`config.mk`:
```
export PLATFORM = sky130hd
export DESIGN_NAME = sprite_blitter
export DESIGN_NICKNAME = d
export VERILOG_FILES = /design/src/rtl/sprite_pkg.sv /design/src/rtl/sprite_scan_counter.sv /design/src/rtl/sprite_blitter.sv
export SDC_FILE = /design/constraint.sdc
export NUM_CORES = 1
export LEC_CHECK = 0
export ABC_AREA = 1
export BUFFER_PORTS_ARGS = -buffer_cell sky130_fd_sc_hd__buf_2
export CAP_MARGIN = 20
export CORE_AREA = 3 3 91 93
export DETAILED_ROUTE_END_ITERATION = 10
export DIE_AREA = 0 0 94 96
export GPL_TIMING_DRIVEN = 0
export PLACE_DENSITY = 0.75
export SYNTH_ARGS = -nofsm -noshare
export SYNTH_HDL_FRONTEND = slang
export SYNTH_SLANG_ARGS = --single-unit
export TNS_END_PERCENT = 50
```
`constraint.sdc`:
```
create_clock -name clock -period 2.1 [get_ports clock]
set_input_delay 0.21 -clock clock [delete_from_list [all_inputs] [get_ports clock]]
set_output_delay 0.21 -clock clock [all_outputs]
set_load 0.005 [all_outputs]
```
`src/rtl/sprite_pkg.sv`:
```
// Shared types, defaults and pixel format helpers for the sprite blitter.
package sprite_pkg;

    typedef enum logic [1:0] {
        IDLE  = 2'd0,
        FETCH = 2'd1,
        EMIT  = 2'd2,
        DONE  = 2'd3
    } state_t;

    localparam int unsigned DEF_SPRITE_W = 8;
    localparam int unsigned DEF_SPRITE_H = 16;
    localparam int unsigned DEF_FB_W     = 240;
    localparam int unsigned DEF_FB_H     = 320;

    localparam logic [23:0] DEF_TRANS_KEY = 24'hFFFFFF;

    // Truncate each RGB888 channel to its RGB565 field width.
    function automatic logic [15:0] rgb888_to_565(input logic [23:0] p);
        return {p[23:19], p[15:10], p[7:3]};
    endfunction

endpackage

```
`src/rtl/sprite_scan_counter.sv`:
```
// Row-major row/column scan counter over the sprite bitmap.
module sprite_scan_counter
    import sprite_pkg::*;
#(
    parameter int unsigned SPRITE_W = DEF_SPRITE_W,
    parameter int unsigned SPRITE_H = DEF_SPRITE_H,
    parameter int unsigned CW       = (SPRITE_W > 1) ? $clog2(SPRITE_W) : 1,
    parameter int unsigned RW       = (SPRITE_H > 1) ? $clog2(SPRITE_H) : 1
) (
    input  logic          clock,
    input  logic          reset,
    input  logic          clear,
    input  logic          advance,
    output logic [CW-1:0] col,
    output logic [RW-1:0] row,
    output logic          last
);

    logic col_end;

    assign col_end = (col == CW'(SPRITE_W - 1));
    assign last    = col_end && (row == RW'(SPRITE_H - 1));

    // Wrap back to the origin after the last pixel so the counters stay in range.
    always_ff @(posedge clock or posedge reset) begin
        if (reset) begin
            col <= '0;
            row <= '0;
        end else if (clear) begin
            col <= '0;
            row <= '0;
        end else if (advance) begin
            if (col_end) begin
                col <= '0;
                row <= last ? '0 : row + RW'(1);
            end else begin
                col <= col + CW'(1);
            end
        end
    end

endmodule

```
`src/rtl/sprite_blitter.sv`:
```
// Scans the sprite bitmap and streams visible, on-screen pixels as RGB565 writes.
module sprite_blitter
    import sprite_pkg::*;
#(
    parameter int unsigned SPRITE_W  = DEF_SPRITE_W,
    parameter int unsigned SPRITE_H  = DEF_SPRITE_H,
    parameter int unsigned FB_W      = DEF_FB_W,
    parameter int unsigned FB_H      = DEF_FB_H,
    parameter logic [23:0] TRANS_KEY = DEF_TRANS_KEY
) (
    input  logic        clock,
    input  logic        reset,
    input  logic        start,
    input  logic [7:0]  xpos,
    input  logic [8:0]  ypos,
    output logic        busy,
    output logic        done,
    output logic [15:0] bm_yofs,
    output logic [15:0] bm_xofs,
    input  logic [23:0] bm_pixel,
    output logic [7:0]  pix_x,
    output logic [8:0]  pix_y,
    output logic [15:0] pix_data,
    output logic        pix_valid,
    input  logic        pix_ready
);

    localparam int unsigned CW = (SPRITE_W > 1) ? $clog2(SPRITE_W) : 1;
    localparam int unsigned RW = (SPRITE_H > 1) ? $clog2(SPRITE_H) : 1;

    state_t        state;
    logic [7:0]    xpos_q;
    logic [8:0]    ypos_q;
    logic [CW-1:0] col;
    logic [RW-1:0] row;
    logic          last;
    logic          clear;
    logic          advance;
    logic [9:0]    sx;
    logic [9:0]    sy;
    logic          skip;

    sprite_scan_counter #(
        .SPRITE_W(SPRITE_W),
        .SPRITE_H(SPRITE_H),
        .CW      (CW),
        .RW      (RW)
    ) u_scan (
        .clock  (clock),
        .reset  (reset),
        .clear  (clear),
        .advance(advance),
        .col    (col),
        .row    (row),
        .last   (last)
    );

    assign bm_yofs = 16'(row);
    assign bm_xofs = 16'(col);

    // 10-bit sums so positions past the screen edge compare as off-screen instead of wrapping.
    assign sx   = 10'(xpos_q) + 10'(col);
    assign sy   = 10'(ypos_q) + 10'(row);
    assign skip = (bm_pixel == TRANS_KEY) || (sx >= 10'(FB_W)) || (sy >= 10'(FB_H));

    assign clear   = (state == IDLE) && start;
    assign advance = ((state == FETCH) && skip) || ((state == EMIT) && pix_ready);

    always_ff @(posedge clock or posedge reset) begin
        if (reset) begin
            state     <= IDLE;
            xpos_q    <= '0;
            ypos_q    <= '0;
            busy      <= 1'b0;
            done      <= 1'b0;
            pix_x     <= '0;
            pix_y     <= '0;
            pix_data  <= '0;
            pix_valid <= 1'b0;
        end else begin
            done <= 1'b0;
            case (state)
                IDLE: begin
                    if (start) begin
                        xpos_q <= xpos;
                        ypos_q <= ypos;
                        busy   <= 1'b1;
                        state  <= FETCH;
                    end
                end
                FETCH: begin
                    if (skip) begin
                        if (last) begin
                            done  <= 1'b1;
                            state <= DONE;
                        end
                    end else begin
                        pix_x     <= sx[7:0];
                        pix_y     <= sy[8:0];
                        pix_data  <= rgb888_to_565(bm_pixel);
                        pix_valid <= 1'b1;
                        state     <= EMIT;
                    end
                end
                EMIT: begin
                    if (pix_ready) begin
                        pix_valid <= 1'b0;
                        if (last) begin
                            done  <= 1'b1;
                            state <= DONE;
                        end else begin
                            state <= FETCH;
                        end
                    end
                end
                DONE: begin
                    busy  <= 1'b0;
                    state <= IDLE;
                end
                default: begin
                    busy      <= 1'b0;
                    pix_valid <= 1'b0;
                    state     <= IDLE;
                end
            endcase
        end
    end

endmodule

```
==> metrics.txt, run 1 <==
highest clock rate=464.9 MHz; gate count of the mapped netlist=444; P&R area growth vs syn=37.35%; total CTS buffers=9; HP Class=primary input to asynchronous set/reset pin; Yosys warning count=0; R2R depth=16; EDFF count, synth=0; Reg power frac=0.319; TritonCTS clock tree=yes; RePlAce Congestion=~0.9; worst-path cell chain=ha_2 -> inv_2 -> fa_2 -> inv_2 -> nand3_2 -> nand2_1 -> nand3_1 -> nand3_1 -> nor2_1 -> nand2_1 -> inv_2 -> nand3_4 -> inv_6 -> buf_8 -> nand2_2 -> nand2_1; CTS root buf=clkbuf_8; final setup violation count=36; slew at the pin closest to its max-slew limit=roughly 800 ps; WL final=8.754 mm; failing checks=negative setup slack; # clock sinks=between 60 and 70; Iteration-0 DRC Markers=~130; register area share after synthesis=0.4527; num ports=113; minimum clock period=roughly 2200 ps; PD cells=between 1000 and 1500 mW/mm^2; Avg Cell Area, Syn=between 7 and 8 sq um; critical path class=flop to flop; slowest CP cell=dfrtp_1; Net Switching=~2.8 mW; maxcap violations=0; largest net degree at the start of global routing=37; port bufs=87; #FFs+latches synth=62; synth top area cells=dfrtp_1 (45%), nand2_1 (21%), buf_4 (5.5%); Worst EP arrival=2370 ps; Clock power frac=0.158; final period utilization=1.024; DR pass1 iterations=4; Synth top area share=0.4527; final count of pins violating max slew=0; FFs w/ async S/R, synth=1.000; Hold Buf Count CTS=0; antenna viol nets, final=0; Die ar.=0.009024 sq mm; most frequent cells after synthesis=nand2_1 (190), dfrtp_1 (62), inv_1 (37); clk_lat worst skew=roughly 340 ps; endpoints failing hold=0; Diodes inserted=0; setup ws final=-51.16 ps; Primary FF master, synth=dfrtp_1; net count reported at finish=about 650; data required time of the worst path=2320 ps; Die W=94 um; DR vias=3264; biggest area consumer among synthesized cells=dfrtp_1; die height=96 um; status=complete, but fails checks; grt ovf=0; crit-path max cell delay=~380 ps; Comb pwr share=0.523; Reg clk slew, reported paths=approximately 70 ps; Initial Util=0.4505; core area=0.007607 sq mm; RSZ-0062 raised after global routing=true; Detail Placement HPWL=approximately 6.4 mm; crit end category=flop; switch share=0.4141; vias per cell=between 4 and 5; layout cells sized above 1=0.3529; Setup TNS=-1006 ps; WL/cell=approximately 13 um; global-route wire length before repair=roughly 14 mm; Rel. slew slack=0.4644; H-tree Lvls=3; Max IR drop VDD=~0.73 mV; leakage=between 2 and 3 nW; mapped cell area=0.003427 sq mm; Max Clock Skew=11.13 ps; Place WS=-287.5 ps; # rows=32; GRT Total Usage=0.1960; post-synth cell types=27; CP max FO=7; Worst setup SP type=flop; DRC viols=0; vias in the first global route=approximately 3000; most common cell in the netlist=nand2_1; Longest Clk Path Bufs=2; Int Power=3.967 mW; antenna violations before repair=0
[path summary, 6_finish.rpt]
kind	endpoint	slack, ps	start
worst max-delay path	pix_x[5]	-50	u_scan.col[0]
worst min-delay path	pix_data[9]	30	reset
worst max register to register	pix_x[5]	-50	u_scan.col[0]
worst min register to register	pix_y[1]	470	pix_y[1]
max in group asynchronous	pix_y[5]	1460	reset
min in group clock	ypos_q[3]	60	ypos[3]
[area by class of cell]
class | instances | area [sq um]
buffer | 35 | 277.8
fill | 667 | 2900
clock inverter | 3 | 42.54
sequential | 62 | 1553
timing repair buffer | 110 | 628.1
multi-input combinational | 332 | 1764
inverter | 40 | 155.1
tap | 102 | 127.6
clock buffer | 13 | 158.9
[logic make-up after synthesis]
kind of cell	share of synthesized area
compound gates	0.05294
xor+xnor	0.02045
fa+ha+maj	0.06280
buf+inv	0.1154
flops	0.4527
other cells	0.001094
simple gates	0.2946
[layer usage]
layer | wire length [um] | vias to the layer above | global-route usage
met1 | 3922 | 1511 | 0.2593
li1 | - | 1632 | -
met3 | 530 | 14 | 0.05160
met5 | 0 | - | 0
met4 | 141 | 0 | 0.06980
met2 | 4159 | 107 | 0.3122
[power groups by stage]
stage	Combinational (mW)	Sequential (mW)	Clock, mW
3_3_place_gp	2.68	2.12	0
5_1_grt	3.98	2.22	1.14
2_1_floorplan	1.83	2.12	0
6_report	3.54	2.16	1.07
3_5_place_dp	2.77	2.15	0
4_1_cts	3.29	2.13	1.08
[cell usage in the layout (no fill, tap or decap), types with 5 or more instances in the layout]
cell type	n
nand2_4	7
conb_1	25
buf_4	45
inv_1	34
ha_1	9
o21ai_0	15
nand2_2	27
nor2_1	15
clkbuf_1	6
nand3_1	23
dfrtp_1	61
xor2_1	5
inv_2	5
nand2_1	162
buf_2	87
clkbuf_8	11
buf_6	6
o21ai_1	14
[flip-flops by register name (all words and copies together), names as in the netlist]
signal      count
pix_data       16
u_scan.col      3
ypos_q          9
busy            1
pix_valid       1
done            1
u_scan.row      4
pix_y           9
xpos_q          8
state           2
pix_x           8
[through the flow]
| step | instance area, sq um | util | cells | total power [mW] | hold WS (ps) |
|---|---|---|---|---|---|
| floorplan | 3522 | - | 468 | 3.948 | 319.6 |
| global placement | 4085 | 0.5370 | 657 | 4.807 | 406.7 |
| detailed placement | 4105 | 0.5396 | 658 | 4.923 | 401.5 |
| CTS | 4571 | 0.6008 | 693 | 6.506 | 45.46 |
| global route | 4707 | 0.6188 | 697 | 7.341 | 57.90 |
| finish | 4707 | 0.6188 | 697 | 6.771 | 29.00 |
[what timing repair did]
| action | CTS | global route |
|---|---|---|
| buffers inserted | 16 | 4 |
| resized for setup | 37 | 30 |
| pin swaps | 16 | 14 |
| setup endpoints to repair | 44 | 44 |
| gates cloned | 3 | 0 |
[critical path, delay by kind of cell, from the launching register on]
family,cells,cell delay [ps]
buf+inv,5,380
simple gates,9,740
flops,1,380
fa+ha+maj,2,550
(Power assumes the default switching activity.)
==> run 2: changes to the inputs <==
--- a/config.mk
+++ b/config.mk
@@ -8,11 +8,12 @@
 export ABC_AREA = 1
 export BUFFER_PORTS_ARGS = -buffer_cell sky130_fd_sc_hd__buf_2
 export CAP_MARGIN = 20
-export CORE_AREA = 3 3 91 93
+export CORE_AREA = 3 3 86 88
 export DETAILED_ROUTE_END_ITERATION = 10
-export DIE_AREA = 0 0 94 96
+export DIE_AREA = 0 0 89 91
 export GPL_TIMING_DRIVEN = 0
-export PLACE_DENSITY = 0.75
+export PLACE_DENSITY = 0.8
+export SLEW_MARGIN = 20
 export SYNTH_ARGS = -nofsm -noshare
 export SYNTH_HDL_FRONTEND = slang
 export SYNTH_SLANG_ARGS = --single-unit
==> constraint.sdc (replaced) <==
create_clock -name clock -period 2.3 [get_ports clock]
set_input_delay 0.23 -clock clock [delete_from_list [all_inputs] [get_ports clock]]
set_output_delay 0.23 -clock clock [all_outputs]
set_load 0.005 [all_outputs]
==> run 2 against run 1 <==
The run now ends clean. Cell count shrank 5.3%. Global-route usage grew 1.5 points. Register-to-register slack gained 170 ps. Clock skew shrank 4.3 ps. Clock-buffer cell count shrank 2. Maximum frequency shrank 1.5%. Sequential power shrank 9%. Clock power shrank 13%. Non-clock buffer count shrank 14. Largest power group unchanged.
==> metrics.txt, run 2 (synthesis results as in run 1) <==
status=finished clean (was complete, but fails checks); worst-path cell chain=ha_4 -> inv_2 -> fa_2 -> inv_2 -> nand2_1 -> nand2_1 -> nand2_1 -> nand2_2 -> nor2_2 -> nand3_1 -> nand2_1 -> inv_2 -> nand3_4 -> clkbuf_4 -> nand2_1 -> o21ai_1 (was ha_2 -> inv_2 -> fa_2 -> inv_2 -> nand3_2 -> nand2_1 -> nand3_1 -> nand3_1 -> nor2_1 -> nand2_1 -> inv_2 -> nand3_4 -> inv_6 -> buf_8 -> nand2_2 -> nand2_1); WL/cell=12.62 um (was 12.56 um); Worst EP arrival=2410 ps (was 2370 ps); # rows=30 (was 32); Biggest register=pix_data (unchanged); Initial Util=0.5101 (was 0.4505); worst flop-to-flop path endpoint=pix_x[4] (was pix_x[5]); global-route wire length before repair=13.29 mm (was 13.80 mm); Longest Clk Path Bufs=2 (unchanged); final period utilization=0.9494 (was 1.024); Reg clk slew, reported paths=70 ps (about the same); minimum clock period=2184 ps (was 2151 ps); endpoints failing hold=0 (unchanged); slowest CP cell=dfrtp_1 (unchanged); leakage=2.555 nW (was 2.666 nW); DR vias=3111 (was 3264); DRC viols=0 (unchanged); final setup violation count=0 (was 36); largest net degree at the start of global routing=38 (was 37); H-tree Lvls=3 (unchanged); Setup crit start=u_scan.col[0] (unchanged); grt ovf=0 (unchanged); Diodes inserted=0 (unchanged); antenna violations before repair=0 (unchanged); slew at the pin closest to its max-slew limit=716.0 ps (was 802.2 ps); DR pass1 iterations=4 (unchanged); HP Class=primary input to flop (was primary input to asynchronous set/reset pin); grt met2 use=0.3391 (was 0.3122); Worst setup SP type=flop (unchanged); vias per cell=4.714 (was 4.683); gr busiest metal=met2 (unchanged); highest clock rate=458.0 MHz (was 464.9 MHz); cell family with most CP delay=simple AND/OR/NAND/NOR gates (unchanged); Rel. slew slack=0.5190 (was 0.4644); WL final=8.327 mm (was 8.754 mm); Place WS=-198.7 ps (was -287.5 ps); data required time of the worst path=2520 ps (was 2320 ps); GRT Total Usage=0.2106 (was 0.1960); CP Capture Point=pix_x[4] (was pix_x[5]); num ports=113 (unchanged); crit end category=flop (unchanged); Net Switching=2.386 mW (was 2.804 mW); net count reported at finish=637 (was 651); hold depth=3; max FFs per register=16 (unchanged); core area=0.006719 sq mm (was 0.007607 sq mm); GRT met3 Usage=0.05808 (was 0.05160); TritonCTS clock tree=yes (unchanged); Die ar.=0.008099 sq mm (was 0.009024 sq mm); Comb pwr share=0.490 (was 0.523); CTS root buf=clkbuf_8 (unchanged); met1 usage=0.2730 (was 0.2593); switch share=0.4182 (was 0.4141); total CTS buffers=9 (unchanged); final count of pins violating max slew=0 (unchanged); commonest non-fill, non-tap cells in the layout=nand2_1 (187), buf_2 (87), dfrtp_1 (61) (was nand2_1 (162), buf_2 (87), dfrtp_1 (61)); reg2reg start=u_scan.col[0] (unchanged); Worst path most repeated cell=nand2_1; Layout Cells excl Fill=660 (was 697); Detail Placement HPWL=6.240 mm (was 6.359 mm); Die W=89 um (was 94 um); Setup TNS=0 ps (was -1006 ps); Clock power frac=0.164 (was 0.158); layout cells sized above 1=0.2914 (was 0.3529); Regs by FF count=pix_data (16), pix_y (9), ypos_q (9) (unchanged); commonest non-fill, non-tap cell in the layout=nand2_1 (unchanged); die height=91 um (was 96 um); R2R depth=16 (unchanged); R2R Setup Slk=120 ps (was -50 ps); PD cells=1286 mW/mm^2 (was 1438 mW/mm^2); critical path class=flop to flop (unchanged); antenna viol nets, final=0 (unchanged); CP max FO=10 (was 7); RePlAce Congestion=0.9071 (was 0.8963); Final Util=0.6607 (was 0.6188); hold_ws=77.10 ps (was 29.00 ps); Reg power frac=0.346 (was 0.319); port bufs=87 (unchanged); # clock sinks=62 (unchanged); Int Power=3.320 mW (was 3.967 mW); crit-path max cell delay=400 ps (was 380 ps); clk_lat worst skew=340 ps (about the same); Iteration-0 DRC Markers=158 (was 126); setup ws final=116.5 ps (was -51.16 ps); WP buf/inv=4 (was 5); Max Clock Skew=6.862 ps (was 11.13 ps); maxcap violations=0 (unchanged); placed instance count=636 (was 658); vias in the first global route=2997 (was 3006); Max IR drop VDD=0.7104 mV (was 0.7318 mV); WP depth=16 (unchanged); P&R area growth vs syn=29.54% (was 37.35%)
## run 2: changes by cell type in the layout (fill, tap and decap cells not counted), moves of 2 or more
cell and change:
buf_4 -13, buf_6 -4, buf_8 -2, clkbuf_4 +4
nand2_1 +25, nand2_2 -22, nand2_4 -3
## run 2: layout make-up
cell class              instances  area (sq um)
plain buffers                  35         255.2
clock buffers                  11         141.4
clock inverters                 4         47.55
fillers                       577          2280
inverters                      40         152.6
multi-input cells             332          1672
flip-flops and latches         62          1553
well taps                      80         100.1
repair buffers                 96         518.0
## run 2: per-layer routing
layer	vias up	share of wire
met5	-	0
met4	0	0.017
met3	13	0.072
met2	109	0.47
met1	1390	0.44
li1	1599	-
## run 2: through the flow
stage          instance area, sq um  power, mW
6_report                       4439      5.707
5_1_grt                        4439      6.235
4_1_cts                        4309      5.489
3_5_place_dp                   4075      4.485
3_3_place_gp                   4053      4.361
2_1_floorplan                  3517      3.600
## run 2: worst min path at each step
stage	slack, ps	from	end
after floorplan	340	bm_pixel[3]	pix_data[0]
final	80	ypos[4]	ypos_q[4]
after detailed placement	240	reset	xpos_q[6]
after CTS	70	ypos[4]	ypos_q[4]
after global placement	430	ypos[3]	ypos_q[3]
after global routing	80	ypos[2]	ypos_q[2]
## run 2: power groups by stage
stage / logic, mW / registers (mW) / clock network (mW)
3_5_place_dp: 2.51 / 1.97 / 0
2_1_floorplan: 1.67 / 1.93 / 0
3_3_place_gp: 2.42 / 1.94 / 0
6_report: 2.80 / 1.97 / 0.936
5_1_grt: 3.20 / 2.03 / 1.01
4_1_cts: 2.58 / 1.96 / 0.951
## run 2: worst reg2reg max path: cells and delay by family (launching register included)
| family | cells | cell delay, ps |
|---|---|---|
| flops | 1 | 400 |
| compound gates | 1 | 60 |
| simple gates | 9 | 620 |
| buf+inv | 4 | 420 |
| fa+ha+maj | 2 | 540 |
## run 2: what timing repair did
action,4_1_cts,5_1_grt
pin swaps,1,8
endpoints found under the setup margin,43,43
setup buffers,1,6
cloned,1,0
endpoints found under the hold margin,25,0
resized for setup,6,21
hold buffers,1,0
==> run 3: changes to the inputs <==
--- a/config.mk
+++ b/config.mk
@@ -9,10 +9,11 @@
 export BUFFER_PORTS_ARGS = -buffer_cell sky130_fd_sc_hd__buf_2
 export CAP_MARGIN = 20
 export CORE_AREA = 3 3 86 88
+export CTS_CLUSTER_DIAMETER = 30
 export DETAILED_ROUTE_END_ITERATION = 10
 export DIE_AREA = 0 0 89 91
 export GPL_TIMING_DRIVEN = 0
-export PLACE_DENSITY = 0.8
+export PLACE_DENSITY_LB_ADDON = 0.25
 export SLEW_MARGIN = 20
 export SYNTH_ARGS = -nofsm -noshare
 export SYNTH_HDL_FRONTEND = slang
==> run 3 against run 2 <==
Setup slack worse by 16 ps. Power down 0.26%. Sequential power about the same. Clock power down 16%. Register-to-register slack worse by 20 ps. Largest power group unchanged.
==> metrics.txt, run 3 (synthesis results as in run 1) <==
status=finished clean (unchanged); net count reported at finish=641 (was 637); Max IR drop VDD=0.6150 mV (was 0.7104 mV); minimum clock period=2199 ps (was 2184 ps); R2R Setup Slk=100 ps (was 120 ps); Detail Placement HPWL=5.998 mm (was 6.240 mm); die height=91 um (unchanged); max FFs per register=16 (unchanged); commonest non-fill, non-tap cell in the layout=nand2_1 (unchanged); R2R depth=17 (was 16); TritonCTS clock tree=yes (unchanged); Regs by FF count=pix_data (16), pix_y (9), ypos_q (9) (unchanged); Clock power frac=0.139 (was 0.164); GRT Total Usage=0.1975 (was 0.2106); WL final=8.064 mm (was 8.327 mm); Layout Cells excl Fill=665 (was 660); port bufs=87 (unchanged); DRC viols=0 (unchanged); Reg clk slew, reported paths=70 ps (about the same); Iteration-0 DRC Markers=122 (was 158); final period utilization=0.9562 (was 0.9494); gr busiest metal=met2 (unchanged); grt met2 use=0.3038 (was 0.3391); DR vias=3141 (was 3111); Int Power=3.300 mW (was 3.320 mW); global-route wire length before repair=12.61 mm (was 13.29 mm); Multi-input gate area=0.001677 sq mm (was 0.001672 sq mm); Die ar.=0.008099 sq mm (unchanged); Max Clock Skew=14.38 ps (was 6.862 ps); Comb pwr share=0.518 (was 0.490); worst-path cell chain=ha_4 -> inv_2 -> fa_2 -> inv_2 -> nand2_1 -> nand2_1 -> nand2_2 -> nand2_2 -> nor2_1 -> nand3_1 -> nand2_1 -> inv_2 -> nand3_4 -> inv_6 -> buf_4 -> nand2_1 -> nand2_1 (was ha_4 -> inv_2 -> fa_2 -> inv_2 -> nand2_1 -> nand2_1 -> nand2_1 -> nand2_2 -> nor2_2 -> nand3_1 -> nand2_1 -> inv_2 -> nand3_4 -> clkbuf_4 -> nand2_1 -> o21ai_1); Diodes inserted=0 (unchanged); H-tree Lvls=3 (unchanged); switch share=0.4203 (was 0.4182); endpoints failing hold=0 (unchanged); register area=0.001553 sq mm (unchanged); CP max FO=7 (was 10); vias per cell=4.723 (was 4.714); hold depth=3 (unchanged); hold_ws=91.27 ps (was 77.10 ps); crit end category=flop (unchanged); core area=0.006719 sq mm (unchanged); clk_lat worst skew=330 ps (was 340 ps); total CTS buffers=9 (unchanged); met1 usage=0.2786 (was 0.2730); # rows=30 (unchanged); Fillers=581 (was 577); Rel. slew slack=0.6335 (was 0.5190); HP Class=primary input to flop (unchanged); final count of pins violating max slew=0 (unchanged); Worst EP arrival=2470 ps (was 2410 ps); Worst path most repeated cell=nand2_1 (unchanged); RePlAce Congestion=0.8995 (was 0.9071); leakage=2.585 nW (was 2.555 nW); Initial Util=0.5101 (unchanged); layout cells sized above 1=0.2974 (was 0.2914); maxcap violations=0 (unchanged); highest clock rate=454.7 MHz (was 458.0 MHz); # clock sinks=62 (unchanged); Worst setup SP type=flop (unchanged); slowest CP cell=dfrtp_1 (unchanged); vias in the first global route=2737 (was 2997); critical path class=flop to flop (unchanged); final setup violation count=0 (unchanged); antenna violations before repair=0 (unchanged); Longest Clk Path Bufs=2 (unchanged); data required time of the worst path=2570 ps (was 2520 ps); placed instance count=636 (unchanged); slew at the pin closest to its max-slew limit=545.6 ps (was 716.0 ps); PD cells=1268 mW/mm^2 (was 1286 mW/mm^2); RSZ-0062 raised after global routing=true; Biggest register=pix_data (unchanged); setup ws final=100.8 ps (was 116.5 ps); crit-path max cell delay=410 ps (was 400 ps); Net Switching=2.392 mW (was 2.386 mW); antenna viol nets, final=0 (unchanged); Reg power frac=0.344 (was 0.346); Place WS=-146.2 ps (was -198.7 ps); largest net degree at the start of global routing=58 (was 38); grt ovf=0 (unchanged); GRT met3 Usage=0.03448 (was 0.05808); DR pass1 iterations=5 (was 4); num ports=113 (unchanged); Die W=89 um (unchanged); CTS root buf=clkbuf_8 (unchanged); WL/cell=12.13 um (was 12.62 um); P&R area growth vs syn=31.00% (was 29.54%); commonest non-fill, non-tap cells in the layout=nand2_1 (184), buf_2 (87), dfrtp_1 (61) (was nand2_1 (187), buf_2 (87), dfrtp_1 (61))
run 3: repair_timing:
action,CTS,global route
resized for setup,5,34
pin swaps,0,11
cloned,0,3
hold buffers,1,0
setup buffers,1,8
endpoints found under the hold margin,5,0
setup endpoints to repair,43,43
run 3: stage by stage:
step	area (sq um)	utilization	setup TNS [ps]	power (mW)
global route	4489	0.6682	-129.1	6.210
floorplan	3517	-	0	3.600
detailed placement	4083	0.6076	-3477	4.468
CTS	4275	0.6363	0	5.314
global placement	4053	0.6032	-16330	4.365
finish	4489	0.6682	0	5.692
run 3: worst max-delay path, delay by kind of cell, from the launching register on:
family	cells	cell delay (ps)
adders and majority gates	2	560
buffers and inverters	5	500
DFF	1	410
and+or+nand+nor	10	690
run 3: worst paths after layout:
check / start / endpoint
max in group asynchronous: reset / u_scan.row[0]
setup / recovery: u_scan.col[0] / pix_y[8]
min in group asynchronous: reset / done
hold reg to reg: pix_data[4] / pix_data[4]
setup reg to reg: u_scan.col[0] / pix_y[8]
hold / removal: ypos[5] / ypos_q[5]
run 3: layout make-up:
type,instances,area share
Sequential cell,62,0.3459
Clock buffer,12,0.03010
Inverter,40,0.03512
Clock inverter,4,0.005295
Multi-Input combinational cell,332,0.3735
Timing Repair Buffer,100,0.1276
Buffer,35,0.06020
Tap cell,80,0.02230
run 3: per-layer routing:
| layer | vias to the layer above | wire, um |
|---|---|---|
| met5 | - | 0 |
| met2 | 102 | 3770 |
| met4 | 0 | 135 |
| li1 | 1612 | - |
| met3 | 13 | 578 |
| met1 | 1414 | 3580 |
run 3: power groups by stage:
stage	clock network, mW	registers [mW]	logic [mW]
2_1_floorplan	0	1.93	1.67
3_3_place_gp	0	1.94	2.43
3_5_place_dp	0	1.96	2.51
4_1_cts	0.813	1.94	2.56
5_1_grt	0.865	2.02	3.33
6_report	0.790	1.96	2.95
